===== config.mk =====
export PLATFORM = sky130hd
export DESIGN_NAME = pc_sequencer
export DESIGN_NICKNAME = d
export VERILOG_FILES = /design/src/rtl/pc_sequencer_pkg.sv /design/src/rtl/pc_next_sel.sv /design/src/rtl/pc_sequencer.sv
export SDC_FILE = /design/constraint.sdc
export NUM_CORES = 1
export LEC_CHECK = 0
export ABC_CLOCK_PERIOD_IN_PS = 8800
export CORE_UTILIZATION = 57
export CTS_CLUSTER_DIAMETER = 200
export CTS_CLUSTER_SIZE = 30
export DETAILED_ROUTE_END_ITERATION = 8
export PLACE_DENSITY = 0.95
export SETUP_SLACK_MARGIN = 0.1
export SLEW_MARGIN = 20
export SYNTH_ARGS = -nofsm -noshare
export SYNTH_HDL_FRONTEND = slang
export SYNTH_SLANG_ARGS = --single-unit
export TNS_END_PERCENT = 30

===== constraint.sdc =====
create_clock -name clk -period 8.8 [get_ports clk]
set_clock_uncertainty 0.1 [all_clocks]
set_input_delay 1.32 -clock clk [delete_from_list [all_inputs] [get_ports clk]]
set_output_delay 1.32 -clock clk [all_outputs]
set_load 0.02 [all_outputs]

===== src/rtl/pc_sequencer_pkg.sv =====
// pc_sequencer_pkg: shared FSM state type and instruction field widths.
package pc_sequencer_pkg;
  typedef enum logic [1:0] {WAIT, RUN, HALTED} state_t;
  localparam int JUMP_FIELD_W = 26;
  localparam int IMM_W = 16;
endpackage


===== src/rtl/pc_next_sel.sv =====
// pc_next_sel: next-PC target computation, priority mux and ROM range check.
module pc_next_sel
  import pc_sequencer_pkg::*;
#(
  parameter int ROM_DEPTH = 16,
  parameter int PC_W = 32
) (
  input  logic [PC_W-1:0]         pc,
  input  logic                    halt,
  input  logic                    stall,
  input  logic                    jump,
  input  logic [JUMP_FIELD_W-1:0] jump_tgt,
  input  logic                    branch_taken,
  input  logic [IMM_W-1:0]        branch_off,
  output logic [PC_W-1:0]         next_pc,
  output logic                    load,
  output logic                    oob
);
  logic [PC_W-1:0] pc_plus1, target;
  always_comb begin
    pc_plus1 = pc + PC_W'(1);
    target = jump ? {pc_plus1[PC_W-1:JUMP_FIELD_W], jump_tgt}
           : branch_taken ? pc_plus1 + PC_W'($signed(branch_off))
           : pc_plus1;
    oob = target >= PC_W'(ROM_DEPTH);
    next_pc = oob ? '0 : target;
    load = !halt && !stall;
  end
endmodule


===== src/rtl/pc_sequencer.sv =====
// pc_sequencer: PC register, retire counter and WAIT/RUN/HALTED control FSM
// feeding an external instruction ROM.
module pc_sequencer
  import pc_sequencer_pkg::*;
#(
  parameter int ROM_DEPTH = 16,
  parameter int PC_W = 32
) (
  input  logic                    clk,
  input  logic                    rst_n,
  input  logic                    stall,
  input  logic                    halt,
  input  logic                    branch_taken,
  input  logic [IMM_W-1:0]        branch_off,
  input  logic                    jump,
  input  logic [JUMP_FIELD_W-1:0] jump_tgt,
  output logic [PC_W-1:0]         index,
  output logic                    fetch_valid,
  output logic [31:0]             retired_cnt,
  output logic                    pc_oob
);
  state_t state, state_nx;
  logic [PC_W-1:0] next_pc;
  logic load, oob, adv;
  pc_next_sel #(.ROM_DEPTH(ROM_DEPTH), .PC_W(PC_W)) u_sel (
    .pc(index),
    .halt(halt),
    .stall(stall),
    .jump(jump),
    .jump_tgt(jump_tgt),
    .branch_taken(branch_taken),
    .branch_off(branch_off),
    .next_pc(next_pc),
    .load(load),
    .oob(oob)
  );
  always_comb begin
    state_nx = state == WAIT ? RUN : (state == RUN && halt) ? HALTED : state;
    fetch_valid = state == RUN;
    adv = fetch_valid && load;
  end
  always_ff @(posedge clk or negedge rst_n) begin
    if (!rst_n) begin
      state <= WAIT;
      index <= '0;
      retired_cnt <= '0;
      pc_oob <= 1'b0;
    end else begin
      state <= state_nx;
      if (adv) begin
        index <= next_pc;
        retired_cnt <= retired_cnt + 32'd1;
        if (oob) pc_oob <= 1'b1;
      end
    end
  end
endmodule

# Yosys cells after proc, flatten, opt, wreduce, memory -nomap -nowiden
# Index checks and enable logic that the tools add are counted.
# classes
n_addsub	3
magnitude_cmp	1
n_eq_ne	1
n_mux	5
reduce_logical	8
# ops
op	n
$mux W32	3
$add A32 B1 Y32 const B	2
$add A32 B32 Y32	1
$ge A32 B5 Y1 const B	1
$mux W2	2
$logic_and A1 B1 Y1	3
$eq A2 B1 Y1 const B	1
$logic_not A1 Y1	2
$logic_not A2 Y1	1
$reduce_and A2 Y1	1
$reduce_bool A2 Y1	1
# word_totals
register_bits	67
inputBits	48
elab_cells	22

# Depth between registers and ports, before layout
# Gate-level depths: netlist (run 1).
# logic_depth
ltp_word	6
ltp_mapped	19
depth_no_buf	17

# Hierarchy
# From an unflattened synthesis (run 1), not the netlist that was laid out.
# unflattened
cells_unflattened	728
hier_area_um2	6212.2
# modules_own_cells
module	n_inst	cells_per_inst	area_each_um2
pc_next_sel	1	532	3474.6
pc_sequencer	1	196	2737.6

# Least setup slack after synthesis (run 1)
# Ideal clock, no wire load.
# synth_timing
path_type	register -> register
start	register index[2]
end	register index[1]
setup_time_ns	0.095
arrival_time_ns	4.258
setup_slack_ns	4.347
stages_incl_launch_ff	15
synth_period_minus_slack_ns	4.453
cell_sequence	dfrtp_1 -> nand3_1 -> nor4_1 -> nand4_1 -> xnor2_1 -> ha_1 -> a21oi_1 -> o21ai_0 -> a221o_1 -> o41a_1 -> a2111oi_4 -> nand4_1 -> nor4_2 -> nand3_2 -> o31ai_1
# synth_between
elab_chain_len	6
# synth_lines
element	line_no	text
start: declaration	pc_sequencer.sv:17	output logic [PC_W-1:0] index,
start signal: assignment	pc_sequencer.sv:51	index <= next_pc;
$add A32 B1 Y32 (*)	pc_next_sel.sv:21	pc_plus1 = pc + PC_W'(1);
$add A32 B32 Y32	pc_next_sel.sv:23	: branch_taken ? pc_plus1 + PC_W'($signed(branch_off))
$mux W32	pc_next_sel.sv:23	
$mux W32 (*)	pc_next_sel.sv:22	target = jump ? {pc_plus1[PC_W-1:JUMP_FIELD_W], jump_tgt}
$ge A32 B5 Y1 (*)	pc_next_sel.sv:25	oob = target >= PC_W'(ROM_DEPTH);
$mux W32 (*)	pc_next_sel.sv:26	next_pc = oob ? '0 : target;
# Every way passes the cells marked *; elsewhere a longest branch is shown, timed or not.
# A chain may end at the register's enable or synchronous reset.

# Worst setup path after layout (run 1)
# layout_timing
start	register index[8]
end	register index[2]
# The elaborated chain is that of the path after synthesis.

==> results.txt, run 1 <==
status: complete, no violations
leak pwr: 3.02 nW
WHS Endpoint: retired_cnt[31]
worst path buffer plus inverter count: 0
Netlist Area Pre-Place: 5700 µm²
critical path class: reg -> reg
row count: 36
number of hold buffers added after cts: 0
Die Footprint: 10,400 µm²
pre-CTS setup slack: 3.27 ns
post-synth cell types: 74
share of layout cells above drive strength 1: 4.84%
final core occ: 73.1%
Post-synth EDFFs: 0
Worst Tran Pin Value: 0.937 ns
drt total wl: 20,600 µm
clock latency on the worst-skew pair: 0.35 ns
Mapped Cells: 702
CP cell instances: nand4_1 -> nor4_2 -> nand4_1 -> xnor2_1 -> ha_1 -> a21oi_1 -> o21ai_0 -> a21oi_1 -> o22ai_1 -> or4_1 -> nor4b_2 -> nand4_1 -> nor4_2 -> nand3_2 -> o31ai_1
Syn Nets: 787
cell repeated most along the worst path: nand4_1
endpoint type of the worst setup path: register
maximum VDD drop: 0.000152 V
CTS Buf Count: 9
power density over cell area: 106 nW/µm²
PostCTS Resize Cnt: 0
slowest stage delay, CP: 0.74 ns
Core Box Area: 9730 µm²
Post-DRT Antenna Nets: 0
Critical-path top delay cell: nor4_2
Syn Area/Cell: 8.13 µm²
Yosys reg bits: 67
drt initial violations: 447
GRT Total Usage: 40.3%
port bufs: 113
final slew viol count: 0
number of global-route vias before repair: 5,905
Post-synth ARST share: 100%
Layout area overhead: 24.7%
routed len/inst: 22.0 µm
Final Hold Viols: 0
CTS tree: done
CP Data Arrival Time: 5.52 ns
Ys Warns: 0
top-count cell post-synth: nand2_1
die width: 102 µm
Worst EP required: 8.94 ns
WHS Path Cells: 1
worst r2r src: index[8]
clock-pin transition on the worst setup and hold timing paths: 0.08 ns
post-DP HPWL: 15,000 µm
TNS Setup: 0 ns
Initial Util: 58.6%
post-layout net count: 885
setup slack, reg-to-reg: 3.42 ns
final setup margin: 3.42 ns
crit-path max FO: 8
cells on worst reg2reg path: 15
Max Clk Rate: 186 MHz
Yosys top cell area share: 29.4%
Hold Startpoint: retired_cnt[31]
Final Cycle Share: 61.1%
largest net degree at the start of global routing: 68
Clock Path Buffers: 2
antenna diode instance count: 0
final setup fails: 0
Synth area leaders: dfrtp_1 29%, xnor2_1 8.0%, ha_1 7.9%
First-pass DRT Iterations: 5
global-route wire length before repair: 31,600 µm
Congestion Overflow GR: 0
Slew headroom: 37.3%
H-tree lvl count: 3
Critical path origin: index[8]
gp weighted congestion: 1.03
reg-to-reg endpoint: index[2]
Sink Count: 67
IO Count: 114
CP top delay family: simple AND/OR/NAND/NOR gates
Post-CTS Setup Bufs: 0
instance count on the critical path: 15
Root Buffer: clkbuf_8
Via Count: 6,183
Critical Path Start Type: register
MaxCap Viol Count: 0
DRC: 0
post-synth top area cell: dfrtp_1
dominant synthesized flop cell: dfrtp_1
unrepaired setup endpoints after global routing: false
fin crit period: 5.38 ns
initial antenna violation count: 0
routed vias/inst: 6.59
commonest cells in the netlist: 69 x nand2_1, 67 x dfrtp_1, 63 x nor2_1, 53 x a21oi_1, 52 x xnor2_1
Die H: 102 µm
sequential fraction of the synthesis area: 29.4%
Worst Hold Class: reg -> reg
## logic make-up (layout without fill, tap and decap cells)
group / Yosys count / in the layout / share of synthesized area [%]
xor+xnor: 75 / 75 / 11.5
fa+ha+maj: 37 / 37 / 8.25
flops: 67 / 67 / 29.4
simple gates: 302 / 302 / 27.0
compound gates: 167 / 167 / 19.7
mux: 5 / 5 / 0.899
buf+inv: 49 / 152 / 3.31
## sequential cells by signal, summed over array words and instances, names as in the netlist
name         count
index           32
retired_cnt     32
state            2
pc_oob           1
## stage by stage
stage               power (mW)  std cells  instance area, µm²  hold WS, ns
floorplan                0.419        702                5700        0.333
global placement         0.487        922                6910        0.343
detailed placement       0.490        922                6910        0.360
CTS                      0.746        938                7100        0.382
global route             0.776        938                7110        0.407
finish                   0.751        938                7110        0.378
## where the power goes
group	switching [mW]	internal, mW	leakage [nW]
clock	0.122	0.137	0.0991
sequential	0.00908	0.314	0.913
combinational	0.0973	0.0705	2.01
total	0.229	0.522	3.02
## metal layers
| metal | vias to the layer above | track usage [%] | share of wire, % |
|---|---|---|---|
| met2 | 388 | 66.8 | 48 |
| met1 | 2950 | 51.8 | 39 |
| met3 | 74 | 6.22 | 9.1 |
| li1 | 2771 | - | - |
| met4 | 0 | 18.7 | 3.5 |
| met5 | - | 0 | 0 |
## worst max path at each step
| stage | end | slack (ns) |
|---|---|---|
| 2_1_floorplan | index[1] | 4.35 |
| 3_3_place_gp | index[1] | 3.36 |
| 6_report | index[2] | 3.42 |
| 5_1_grt | index[2] | 3.23 |
| 3_5_place_dp | index[2] | 3.27 |
| 4_1_cts | index[2] | 3.18 |
## cell type report
class	instances	area, µm²
flip-flops and latches	67	1680
repair buffers	116	1150
clock buffers	11	141
well taps	133	166
clock inverters	5	52.6
multi-input cells	586	3850
fillers	696	2620
inverters	20	75.1
## placed cells by master, fill, tap and decap left out, types with 6 or more instances in the layout
cell and count:
a21o_1 10, a21oi_1 53, a22oi_1 6, and2_1 25
and3_1 11, clkbuf_8 10, clkdlybuf4s50_1 112, dfrtp_1 67
ha_1 36, inv_1 20, nand2_1 69, nand3_1 28
nand4_1 29, nor2_1 63, nor3_1 30, nor4_1 10
o21a_1 6, o21ai_0 27, o22ai_1 9, xnor2_1 52
xor2_1 23
(Power assumes the default switching activity.)
==> inputs of run 2 (changes only) <==
Settings changed: ABC_CLOCK_PERIOD_IN_PS 8800 to 5000, CORE_UTILIZATION 57 to 53, PLACE_DENSITY 0.95 to 0.91.
Clock period 8.8 ns to 5 ns, I/O delays scaled along.
==> run 2 against run 1 <==
Effect of this change:
- critical path depth increased by 1
- final area grew 4.2%
- flip-flop and latch count stayed put
- non-clock buffer count up 24
- hold slack better by 0.0024 ns
- core utilization is 1.6 points lower
- sequential power increased by 76%
- first-iteration DRC count increased by 12%
- critical endpoint unchanged
==> results.txt, run 2 (synthesis gave the netlist of run 1 again) <==
final setup margin: 0.337 ns (was 3.42 ns)
Critical-path top delay cell: or3_1 (was nor4_2)
routed len/inst: 20.5 µm (was 22.0 µm)
die width: 106 µm (was 102 µm)
biggest registers after layout: index x32, retired_cnt x32, state x2 (unchanged)
slowest stage delay, CP: 0.48 ns (was 0.74 ns)
share of layout cells above drive strength 1: 10.5% (was 4.84%)
Via Count: 6,121 (was 6,183)
pre-CTS setup slack: 0.0495 ns (was 3.27 ns)
endpoint type of the worst setup path: register (unchanged)
row count: 37 (was 36)
Root Buffer: clkbuf_8 (unchanged)
Switching Share: 28.8% (was 30.5%)
Slew headroom: 39.0% (was 37.3%)
Max Clk Rate: 214 MHz (was 186 MHz)
Final Cycle Share: 93.3% (was 61.1%)
Clock Path Buffers: 2 (unchanged)
DRC: 0 (unchanged)
Worst EP required: 5.14 ns (was 8.94 ns)
clock latency on the worst-skew pair: 0.35 ns (about the same)
antenna diode instance count: 0 (unchanged)
clock-pin transition on the worst setup and hold timing paths: 0.07 ns (was 0.08 ns)
maximum VDD drop: 0.000305 V (was 0.000152 V)
First-pass DRT Iterations: 5 (unchanged)
CP cell instances: ha_2 -> nand4_4 -> or3_1 -> xnor2_1 -> ha_1 -> nand4_1 -> nor3_1 -> a311oi_2 -> buf_4 -> a211oi_1 -> o211ai_1 -> a22oi_1 -> o22ai_1 -> nor4_2 -> nand3_2 -> o31ai_2 (was nand4_1 -> nor4_2 -> nand4_1 -> xnor2_1 -> ha_1 -> a21oi_1 -> o21ai_0 -> a21oi_1 -> o22ai_1 -> or4_1 -> nor4b_2 -> nand4_1 -> nor4_2 -> nand3_2 -> o31ai_1)
gp weighted congestion: 0.956 (was 1.03)
GRT Total Usage: 35.4% (was 40.3%)
IO Count: 114 (unchanged)
crit-path max FO: 8 (unchanged)
largest net degree at the start of global routing: 68 (unchanged)
post-DP HPWL: 15,000 µm (about the same)
number of global-route vias before repair: 5,842 (was 5,905)
Sequential Power Share: 43.2% (was 43.1%)
Clk pwr share: 33.9% (was 34.6%)
unrepaired setup endpoints after global routing: false (unchanged)
CP Data Arrival Time: 4.80 ns (was 5.52 ns)
worst path buffer plus inverter count: 1 (was 0)
drt total wl: 19,800 µm (was 20,600 µm)
global-route wire length before repair: 30,800 µm (was 31,600 µm)
setup slack, reg-to-reg: 0.34 ns (was 3.42 ns)
most frequent cells in the layout: 112 x clkdlybuf4s50_1, 69 x nand2_1, 61 x nor2_1 (was 112 x clkdlybuf4s50_1, 69 x nand2_1, 67 x dfrtp_1)
Final Hold Viols: 0 (unchanged)
Congestion Overflow GR: 0 (unchanged)
Worst Tran Pin Value: 0.914 ns (was 0.937 ns)
final slew viol count: 0 (unchanged)
WHS Endpoint: retired_cnt[31] (unchanged)
power density over cell area: 178 nW/µm² (was 106 nW/µm²)
worst r2r src: index[0] (was index[8])
Int Power: 939 µW (was 522 µW)
fin crit period: 4.66 ns (was 5.38 ns)
CTS Buf Count: 9 (unchanged)
status: complete, no violations (unchanged)
WHS Path Cells: 1 (unchanged)
Worst Hold Class: reg -> reg (unchanged)
Critical Path Start Type: register (unchanged)
Die Footprint: 11,200 µm² (was 10,400 µm²)
drt initial violations: 499 (was 447)
MaxCap Viol Count: 0 (unchanged)
CTS tree: done (unchanged)
Core Box Area: 10,400 µm² (was 9730 µm²)
CP top delay family: simple AND/OR/NAND/NOR gates (unchanged)
initial antenna violation count: 0 (unchanged)
routed vias/inst: 6.35 (was 6.59)
Gate power share: 22.9% (was 22.3%)
cells on worst reg2reg path: 16 (was 15)
leak pwr: 3.19 nW (was 3.02 nW)
Post-DRT Antenna Nets: 0 (unchanged)
TNS Setup: 0 ns (unchanged)
Hold Startpoint: retired_cnt[31] (unchanged)
reg-to-reg endpoint: index[2] (unchanged)
Layout area overhead: 29.9% (was 24.7%)
Switch Pwr: 379 µW (was 229 µW)
critical path class: reg -> reg (unchanged)
H-tree lvl count: 3 (unchanged)
final setup fails: 0 (unchanged)
Initial Util: 55.0% (was 58.6%)
filler instances: 762 (was 696)
Die H: 106 µm (was 102 µm)
port bufs: 113 (unchanged)
Sink Count: 67 (unchanged)
commonest non-fill, non-tap cell in the layout: clkdlybuf4s50_1 (unchanged)
post-layout net count: 909 (was 885)
==> run 2: cell count changes in the layout (fill, tap and decap cells not counted), moves of 3 or more <==
cell / change
ha_1: -3
dfrtp_2: +8
buf_4: +24
dfrtp_1: -8
ha_2: +3
==> run 2: how the worst max path moves through the flow <==
| stage | start | endpoint | slack, ns | cells past startpoint |
|---|---|---|---|---|
| 2_1_floorplan | index[2] | index[1] | 0.55 | 14 |
| 3_3_place_gp | index[0] | index[2] | 0.17 | 18 |
| 3_5_place_dp | index[3] | index[2] | 0.05 | 17 |
| 4_1_cts | index[2] | index[2] | 0.11 | 16 |
| 5_1_grt | index[3] | index[2] | 0.09 | 17 |
| 6_report | index[0] | index[2] | 0.34 | 16 |
==> run 2: cell type report <==
class / count / area, µm² / share of cell area [%]
inverters: 20 / 75.1 / 1.01
flip-flops and latches: 67 / 1690 / 22.8
repair buffers: 140 / 1330 / 17.9
clock inverters: 2 / 35.0 / 0.473
well taps: 136 / 170 / 2.30
clock buffers: 13 / 159 / 2.14
multi-input cells: 586 / 3960 / 53.4
==> run 2: what timing repair did <==
item	in CTS	in global routing
pin swaps	0	4
gates resized for setup	3	29
setup buffers	0	6
hold endpoints to repair	0	0
endpoints found under the setup margin	4	5
hold buffers	0	0
==> run 2: worst reg2reg max path, stage by stage (launching register included) <==
cell and delay, ns:
dfrtp_1 0.44, ha_2 0.26, nand4_4 0.18, or3_1 0.48
xnor2_1 0.20, ha_1 0.48, nand4_1 0.22, nor3_1 0.34
a311oi_2 0.18, buf_4 0.17, a211oi_1 0.34, o211ai_1 0.13
a22oi_1 0.20, o22ai_1 0.15, nor4_2 0.20, nand3_2 0.21
o31ai_2 0.27
==> run 2: metrics by stage <==
step,hold slack (ns),instances,power [mW],area [µm²],util [%]
6_report,0.381,964,1.32,7410,71.5
5_1_grt,0.406,964,1.37,7410,71.5
4_1_cts,0.377,958,1.32,7250,69.9
3_5_place_dp,0.344,943,0.870,7040,67.9
3_3_place_gp,0.343,943,0.866,7040,67.9
2_1_floorplan,0.333,702,0.738,5700,-
==> run 2: routing by layer <==
metal	global-route usage, %	up-vias	routed length (µm)
met5	0	-	0
met4	11.8	0	507
met3	6.43	51	1710
met2	59.7	343	9450
met1	45.6	2905	8080
li1	-	2822	-
==> run 2: power by group through the flow <==
stage | logic (mW) | registers, mW | clock network (mW)
2_1_floorplan | 0.151 | 0.588 | 0
3_3_place_gp | 0.289 | 0.577 | 0
3_5_place_dp | 0.292 | 0.578 | 0
4_1_cts | 0.295 | 0.569 | 0.452
5_1_grt | 0.326 | 0.572 | 0.472
6_report | 0.302 | 0.570 | 0.447
==> inputs of run 3 (changes only) <==
Settings changed: CAP_MARGIN set to 10.
==> results of run 3 <==
Final layout, timing and power as in run 2 (identical DEF).
